$ cat config.mk
export PLATFORM = sky130hd
export DESIGN_NAME = muldiv_unit
export DESIGN_NICKNAME = d
export VERILOG_FILES = /design/src/rtl/muldiv_pkg.sv /design/src/rtl/muldiv_datapath.sv /design/src/rtl/muldiv_unit.sv
export SDC_FILE = /design/constraint.sdc
export NUM_CORES = 1
export LEC_CHECK = 0
export ABC_AREA = 1
export CORE_ASPECT_RATIO = 0.75
export CORE_MARGIN = 3
export CORE_UTILIZATION = 30
export CTS_BUF_LIST = sky130_fd_sc_hd__clkbuf_8
export DETAILED_ROUTE_END_ITERATION = 12
export SLEW_MARGIN = 20
export SYNTH_ARGS = -nofsm -noshare
export SYNTH_HDL_FRONTEND = slang
export SYNTH_SLANG_ARGS = --single-unit
$ cat constraint.sdc
create_clock -name clk -period 3.5 [get_ports clk]
set_clock_uncertainty 0.15 [all_clocks]
set_input_delay 1.05 -clock clk [delete_from_list [all_inputs] [get_ports clk]]
set_output_delay 1.05 -clock clk [all_outputs]
set_load 0.02 [all_outputs]
$ cat src/rtl/muldiv_pkg.sv
// rtl/muldiv_pkg.sv - shared RV32M funct3 encodings, FSM states and special values
package muldiv_pkg;

    localparam logic [2:0] F3_MUL    = 3'b000;
    localparam logic [2:0] F3_MULH   = 3'b001;
    localparam logic [2:0] F3_MULHSU = 3'b010;
    localparam logic [2:0] F3_MULHU  = 3'b011;
    localparam logic [2:0] F3_DIV    = 3'b100;
    localparam logic [2:0] F3_DIVU   = 3'b101;
    localparam logic [2:0] F3_REM    = 3'b110;
    localparam logic [2:0] F3_REMU   = 3'b111;

    localparam logic [31:0] DIV0_QUOT = 32'hFFFF_FFFF;
    localparam logic [31:0] INT_MIN   = 32'h8000_0000;

    typedef enum logic [1:0] {
        ST_IDLE = 2'd0,
        ST_CALC = 2'd1,
        ST_FIX  = 2'd2,
        ST_DONE = 2'd3
    } state_e;

    // rs1 is treated as signed for MUL, MULH, MULHSU, DIV, REM
    function automatic logic op_a_signed(input logic [2:0] f3);
        return !(f3 == F3_MULHU || f3 == F3_DIVU || f3 == F3_REMU);
    endfunction

    // rs2 is treated as signed for MUL, MULH, DIV, REM
    function automatic logic op_b_signed(input logic [2:0] f3);
        return (f3 == F3_MUL || f3 == F3_MULH || f3 == F3_DIV || f3 == F3_REM);
    endfunction

endpackage

$ cat src/rtl/muldiv_datapath.sv
// rtl/muldiv_datapath.sv - shared shift/add multiply and restoring divide iteration registers
module muldiv_datapath #(
    parameter int W = 32
) (
    input  logic         clk,
    input  logic         reset,
    input  logic         load,
    input  logic         step,
    input  logic         is_div,
    input  logic [W-1:0] a_in,
    input  logic [W-1:0] b_in,
    output logic [W-1:0] hi,
    output logic [W-1:0] lo
);

    // hi: product high half / partial remainder; lo: multiplier / quotient
    logic [W-1:0] hi_q, hi_d;
    logic [W-1:0] lo_q, lo_d;
    logic [W-1:0] b_q, b_d;

    logic [W:0]   mul_sum;
    logic [W:0]   div_shift;
    logic [W-1:0] div_diff;
    logic         div_ge;

    always_comb begin
        hi_d = hi_q;
        lo_d = lo_q;
        b_d  = b_q;

        mul_sum   = {1'b0, hi_q} + (lo_q[0] ? {1'b0, b_q} : '0);
        div_shift = {hi_q, lo_q[W-1]};
        div_ge    = (div_shift >= {1'b0, b_q});
        // the true difference is below b_q when div_ge, so the low W bits are exact
        div_diff  = div_shift[W-1:0] - b_q;

        if (load) begin
            hi_d = '0;
            lo_d = a_in;
            b_d  = b_in;
        end else if (step) begin
            if (is_div) begin
                hi_d = div_ge ? div_diff : div_shift[W-1:0];
                lo_d = {lo_q[W-2:0], div_ge};
            end else begin
                hi_d = mul_sum[W:1];
                lo_d = {mul_sum[0], lo_q[W-1:1]};
            end
        end
    end

    always_ff @(posedge clk or negedge reset) begin
        if (!reset) begin
            hi_q <= '0;
            lo_q <= '0;
            b_q  <= '0;
        end else begin
            hi_q <= hi_d;
            lo_q <= lo_d;
            b_q  <= b_d;
        end
    end

    assign hi = hi_q;
    assign lo = lo_q;

endmodule

$ cat src/rtl/muldiv_unit.sv
// rtl/muldiv_unit.sv - iterative RV32M multiply/divide unit feeding the register-file write port
module muldiv_unit
    import muldiv_pkg::*;
#(
    parameter int XLEN    = 32,
    parameter int LATENCY = 34
) (
    input  logic            clk,
    input  logic            reset,
    input  logic            start,
    input  logic [2:0]      funct3,
    input  logic [XLEN-1:0] op_a,
    input  logic [XLEN-1:0] op_b,
    input  logic [4:0]      rd_in,
    input  logic            kill,
    output logic            busy,
    output logic            done,
    output logic [XLEN-1:0] result,
    output logic [4:0]      rd_out,
    output logic            we_out
);

    // 32 CALC iterations plus the two FIX clocks make up the fixed latency
    localparam logic [4:0] CNT_LAST = 5'(LATENCY - 3);

    state_e              state_q, state_d;
    logic [4:0]          cnt_q, cnt_d;
    logic                fix_ph_q, fix_ph_d;
    logic [2:0]          funct3_q, funct3_d;
    logic [4:0]          rd_lat_q, rd_lat_d;
    logic [XLEN-1:0]     op_a_q, op_a_d;
    logic                b_zero_q, b_zero_d;
    logic                ovf_q, ovf_d;
    logic                sign_a_q, sign_a_d;
    logic                sign_b_q, sign_b_d;
    logic [2*XLEN-1:0]   fix_q, fix_d;
    logic [XLEN-1:0]     result_q, result_d;
    logic [4:0]          rd_out_q, rd_out_d;

    logic                dp_load, dp_step;
    logic [XLEN-1:0]     dp_hi, dp_lo;
    logic                in_sa, in_sb;
    logic [XLEN-1:0]     mag_a, mag_b;
    logic [2*XLEN-1:0]   prod_fix;
    logic [XLEN-1:0]     quot_fix, rem_fix;

    muldiv_datapath #(.W(XLEN)) u_datapath (
        .clk    (clk),
        .reset  (reset),
        .load   (dp_load),
        .step   (dp_step),
        .is_div (funct3_q[2]),
        .a_in   (mag_a),
        .b_in   (mag_b),
        .hi     (dp_hi),
        .lo     (dp_lo)
    );

    always_comb begin
        state_d  = state_q;
        cnt_d    = cnt_q;
        fix_ph_d = fix_ph_q;
        funct3_d = funct3_q;
        rd_lat_d = rd_lat_q;
        op_a_d   = op_a_q;
        b_zero_d = b_zero_q;
        ovf_d    = ovf_q;
        sign_a_d = sign_a_q;
        sign_b_d = sign_b_q;
        fix_d    = fix_q;
        result_d = result_q;
        rd_out_d = rd_out_q;
        dp_load  = 1'b0;
        dp_step  = 1'b0;

        in_sa = op_a_signed(funct3) && op_a[XLEN-1];
        in_sb = op_b_signed(funct3) && op_b[XLEN-1];
        mag_a = in_sa ? -op_a : op_a;
        mag_b = in_sb ? -op_b : op_b;

        prod_fix = (sign_a_q ^ sign_b_q) ? -{dp_hi, dp_lo} : {dp_hi, dp_lo};
        quot_fix = (sign_a_q ^ sign_b_q) ? -dp_lo : dp_lo;
        rem_fix  = sign_a_q ? -dp_hi : dp_hi;

        case (state_q)
            ST_IDLE, ST_DONE: begin
                state_d = ST_IDLE;
                if (start && !kill) begin
                    funct3_d = funct3;
                    rd_lat_d = rd_in;
                    op_a_d   = op_a;
                    sign_a_d = in_sa;
                    sign_b_d = in_sb;
                    b_zero_d = (op_b == '0);
                    ovf_d    = op_b_signed(funct3) && funct3[2]
                               && (op_a == INT_MIN) && (op_b == DIV0_QUOT);
                    dp_load  = 1'b1;
                    cnt_d    = '0;
                    state_d  = ST_CALC;
                end
            end
            ST_CALC: begin
                if (kill) begin
                    state_d = ST_IDLE;
                end else begin
                    dp_step = 1'b1;
                    if (cnt_q == CNT_LAST) begin
                        state_d  = ST_FIX;
                        fix_ph_d = 1'b0;
                    end else begin
                        cnt_d = cnt_q + 5'd1;
                    end
                end
            end
            ST_FIX: begin
                // FIX spans two clocks: the wide negate is registered before result selection
                if (kill) begin
                    state_d = ST_IDLE;
                end else if (!fix_ph_q) begin
                    fix_d    = funct3_q[2] ? {rem_fix, quot_fix} : prod_fix;
                    fix_ph_d = 1'b1;
                end else begin
                    case (funct3_q)
                        F3_MUL:                        result_d = fix_q[XLEN-1:0];
                        F3_MULH, F3_MULHSU, F3_MULHU:  result_d = fix_q[2*XLEN-1:XLEN];
                        F3_DIV, F3_DIVU:               result_d = b_zero_q ? DIV0_QUOT :
                                                                  ovf_q    ? INT_MIN   :
                                                                             fix_q[XLEN-1:0];
                        default:                       result_d = b_zero_q ? op_a_q :
                                                                  ovf_q    ? '0     :
                                                                             fix_q[2*XLEN-1:XLEN];
                    endcase
                    rd_out_d = rd_lat_q;
                    state_d  = ST_DONE;
                end
            end
            default: state_d = ST_IDLE;
        endcase
    end

    always_ff @(posedge clk or negedge reset) begin
        if (!reset) begin
            state_q  <= ST_IDLE;
            cnt_q    <= '0;
            fix_ph_q <= 1'b0;
            funct3_q <= '0;
            rd_lat_q <= '0;
            op_a_q   <= '0;
            b_zero_q <= 1'b0;
            ovf_q    <= 1'b0;
            sign_a_q <= 1'b0;
            sign_b_q <= 1'b0;
            fix_q    <= '0;
            result_q <= '0;
            rd_out_q <= '0;
        end else begin
            state_q  <= state_d;
            cnt_q    <= cnt_d;
            fix_ph_q <= fix_ph_d;
            funct3_q <= funct3_d;
            rd_lat_q <= rd_lat_d;
            op_a_q   <= op_a_d;
            b_zero_q <= b_zero_d;
            ovf_q    <= ovf_d;
            sign_a_q <= sign_a_d;
            sign_b_q <= sign_b_d;
            fix_q    <= fix_d;
            result_q <= result_d;
            rd_out_q <= rd_out_d;
        end
    end

    assign busy   = (state_q == ST_CALC) || (state_q == ST_FIX);
    assign done   = (state_q == ST_DONE);
    assign result = result_q;
    assign rd_out = rd_out_q;
    assign we_out = done && (rd_out_q != 5'd0);

endmodule

==> out/results.md <==
### Route
- **routed wire length** 88.7 mm
- **first-pass detailed-route iteration total** 8
- **vias post-DR** 23,239
- **via count normalized by instance count** 5.15
- **drt initial violations** 2,692
- **metal1 wirelength** 40.5 mm
- **total length of routed met3 wires** 12.8 mm
- **number of nets still failing antenna checks after routing** 0
- **final routed DRC violation total** 0
- **detailed route wirelength on metal2** 33.1 mm
- **Top Layer Used** met5
- **routed len/inst** 19.6 um

### Power and ir drop
- **logic gate share of total power** 0.634
- **share of power burned in the clock network** 0.118
- **Power Dens Cells** 934 mW/mm2
- **Switch Pwr** 12.8 mW
- **design internal power** 10.3 mW
- **worst-case vdd ir drop** 0.362 mV
- **switching part of the total** 0.554
- **sequential power share** 0.248
- **reported leakage power** 12.5 nW

### STA
- **Achievable Freq** 0.303 GHz
- **normalized max-slew margin** 0.512
- **setup repair after global routing missed its margin** false
- **endpoints failing setup** 0
- **portion of the clock cycle consumed by the worst path in the final layout** 0.942
- **Fin Setup TNS** 0 ns
- **Pins Over Slew Limit** 0
- **final hold slack** 0.212 ns
- **Final Hold Vio Count** 0
- **Final Critical Period** 3.30 ns
- **Worst Tran Pin Value** 0.732 ns

### Global route
- **overall global routing resource usage** 0.237
- **largest net degree at the start of global routing** 74
- **gr ovfl total** 0
- **number of antenna violations at the first check in global routing** 2
- **vias in the first global route** 20,789
- **first-pass GRT wire length** 132 mm

### Critical path
- **Crit path required time** 2.30 ns
- **Crit path arrival time** 2.10 ns
- **end of the worst register-to-register path** u_datapath.hi[1]
- **Crit Path Category** reg -> out
- **highest-delay cell along the critical path** or4_1
- **maximum single-stage delay on the critical path** 0.52 ns
- **category of the worst setup path launch point** flip-flop
- **slack of the worst reg-to-reg path** 0.32 ns
- **maximum fanout encountered on the critical timing path** 3
- **Reg2Reg Depth** 15
- **critical path capture point type** output pin
- **critical path cell sequence** or4_1, o21ai_0, inv_1, dlygate4sd2_1
- **Crit Reg-Reg Startpoint** u_datapath.b_q[28]

### Logic synthesis
- **nets in the synthesized netlist** 3,512
- **sequential fraction of the synthesis area** 0.299
- **Yosys Warn Count** 0
- **post-synthesis sequential element count** 249
- **cell area after technology mapping** 0.0209 mm2
- **count of distinct cell types in the synthesized netlist** 54
- **Mean Syn Cell Area** 6.21 um2
- **number of instances in the synthesized netlist** 3,360

### Clocking
- **root buffer cell** clkbuf_8
- **number of sinks on the clock net** 249
- **TritonCTS clock tree** yes
- **CTS Hold Buffers Added** 0
- **Clock H-tree levels** 2
- **clock buffer depth** 3
- **CTS clock-pin slew for the worst setup and hold paths** 0.06 ns
- **clock insertion delay at the later pin of the skew report** 0.66 ns
- **total CTS buffers** 47

### Cells and area
- **fin cells** 4,515
- **top library cells by usage in the layout, fill and taps aside** nand2_1 (1,089), inv_1 (453), o21ai_0 (316), nor2_1 (314), dfrtp_1 (248)
- **fraction of layout instances using a drive strength above 1** 0.0713
- **final non-filler cell area** 0.0247 mm2
- **count of fill cells added during filler insertion** 7,544
- **count of nets after finishing** 3,698
- **commonest non-fill, non-tap cell in the layout** nand2_1
- **area added between synthesis and finish** 18.6%

### Die
- **number of placement rows** 83
- **number of ports placed on the die boundary** 116
- **initial core utilization** 0.304
- **Core Region** 0.0686 mm2
- **overall die width** 311 um
- **Die H** 234 um
- **die area** 0.0728 mm2

### Run status
- **run status** complete, no violations

### Hold path
- **Worst Hold Class** in -> async

### Placement
- **placed cells** 4,432
- **quantity of I/O buffers inserted on ports** 115
- **routability congestion estimate from global placement** 1.05
- **cell area after placement** 0.0239 mm2
- **post-detail-place hpwl** 71.5 mm

### Job
- **max_cap viols** 0

layer usage:
layer,vias up,track usage
met1,10695,0.346
li1,11226,-
met4,4,0.0574
met5,-,0.0208
met3,123,0.100
met2,1191,0.313
Yosys cell counts (all sizes together):
library cell	n	area share
a211oi	1	0.00036
a21o	5	0.0018
a21oi	132	0.032
a221oi	8	0.0034
a22oi	19	0.0068
a2bb2oi	1	0.00042
a31oi	11	0.0033
and2	2	0.00060
and3	1	0.00030
buf	34	0.0081
clkbuf	78	0.014
clkinv	4	0.00072
dfrtp	249	0.30
fa	2	0.0019
ha	74	0.044
inv	443	0.080
mux2	1	0.00054
nand2	1102	0.20
nand3	230	0.056
nand3b	18	0.0065
nand4	42	0.013
nor2	333	0.063
nor3	32	0.0079
nor3b	1	0.00036
nor4	10	0.0030
o211ai	25	0.0092
o21a	8	0.0029
o21ai	338	0.081
o21bai	14	0.0050
o221ai	2	0.00084
o22ai	31	0.0093
o311a	1	0.00048
o31ai	12	0.0043
o41ai	1	0.00042
or2	5	0.0015
or4	1	0.00036
xnor2	23	0.0097
xor2	66	0.028
logic make-up after synthesis:
kind of cell / synth area share
adder cells (fa/ha/maj): 0.0463
flip-flops: 0.299
AO/OA/AOI/OAI: 0.162
multiplexers: 0.000540
AND/OR/NAND/NOR: 0.352
buffers and inverters: 0.103
XOR/XNOR: 0.0374
cell type report:
class | count | area, um2 | area share
multi-input combinational | 2552 | 12500 | 0.506
clock buffer | 53 | 729 | 0.0295
antenna | 3 | 7.51 | 0.000303
sequential | 249 | 6230 | 0.252
inverter | 447 | 1680 | 0.0678
timing repair buffer | 249 | 2290 | 0.0925
tap | 935 | 1170 | 0.0473
clock inverter | 27 | 119 | 0.00480
critical path, delay by kind of cell (launching register included):
| family | cells | cell delay (ns) |
|---|---|---|
| flops | 1 | 0.40 |
| simple gates | 1 | 0.52 |
| buf+inv | 2 | 0.36 |
| compound gates | 1 | 0.15 |
flip-flops by register name (all words and copies together) (netlist names), 2 cells and up:
name and flops:
fix_q 64, op_a_q 32, result 32, u_datapath.b_q 32, u_datapath.hi 32, u_datapath.lo 32, cnt_q 5, rd_lat_q 5
rd_out 5, funct3_q 3, state_q 2
power groups by stage:
stage / Clock, mW / Sequential, mW / Combinational, mW
floorplan: 0 / 5.16 / 9.04
global placement: 0 / 5.67 / 14.1
detailed placement: 0 / 5.68 / 14.2
CTS: 2.77 / 5.64 / 14.2
global route: 2.89 / 5.83 / 16.1
finish: 2.72 / 5.74 / 14.7
through the flow:
| stage | power, mW | setup slack [ns] | utilization |
|---|---|---|---|
| final | 23.1 | 0.204 | 0.360 |
| after CTS | 22.6 | 0.0759 | 0.360 |
| after floorplan | 14.2 | 0.738 | - |
| after detailed placement | 19.8 | 0.120 | 0.348 |
| after global routing | 24.9 | 0.0682 | 0.360 |
| after global placement | 19.8 | 0.139 | 0.348 |
repair_timing:
| action | in CTS | in global routing |
|---|---|---|
| resized for setup | 1 | 1 |
| endpoints found under the hold margin | 0 | 0 |
| setup endpoints to repair | 1 | 1 |
| setup buffers | 0 | 0 |
worst max-delay path by stage:
stage	endpoint	depth (start not counted)	start
floorplan	u_datapath.hi[29]	17	u_datapath.lo[0]
global placement	u_datapath.lo[26]	12	op_a[0]
detailed placement	u_datapath.b_q[28]	11	op_b[1]
CTS	busy	4	state_q[0]
global route	u_datapath.hi[2]	15	u_datapath.b_q[28]
finish	we_out	4	rd_out[1]
(Power assumes the default switching activity.)
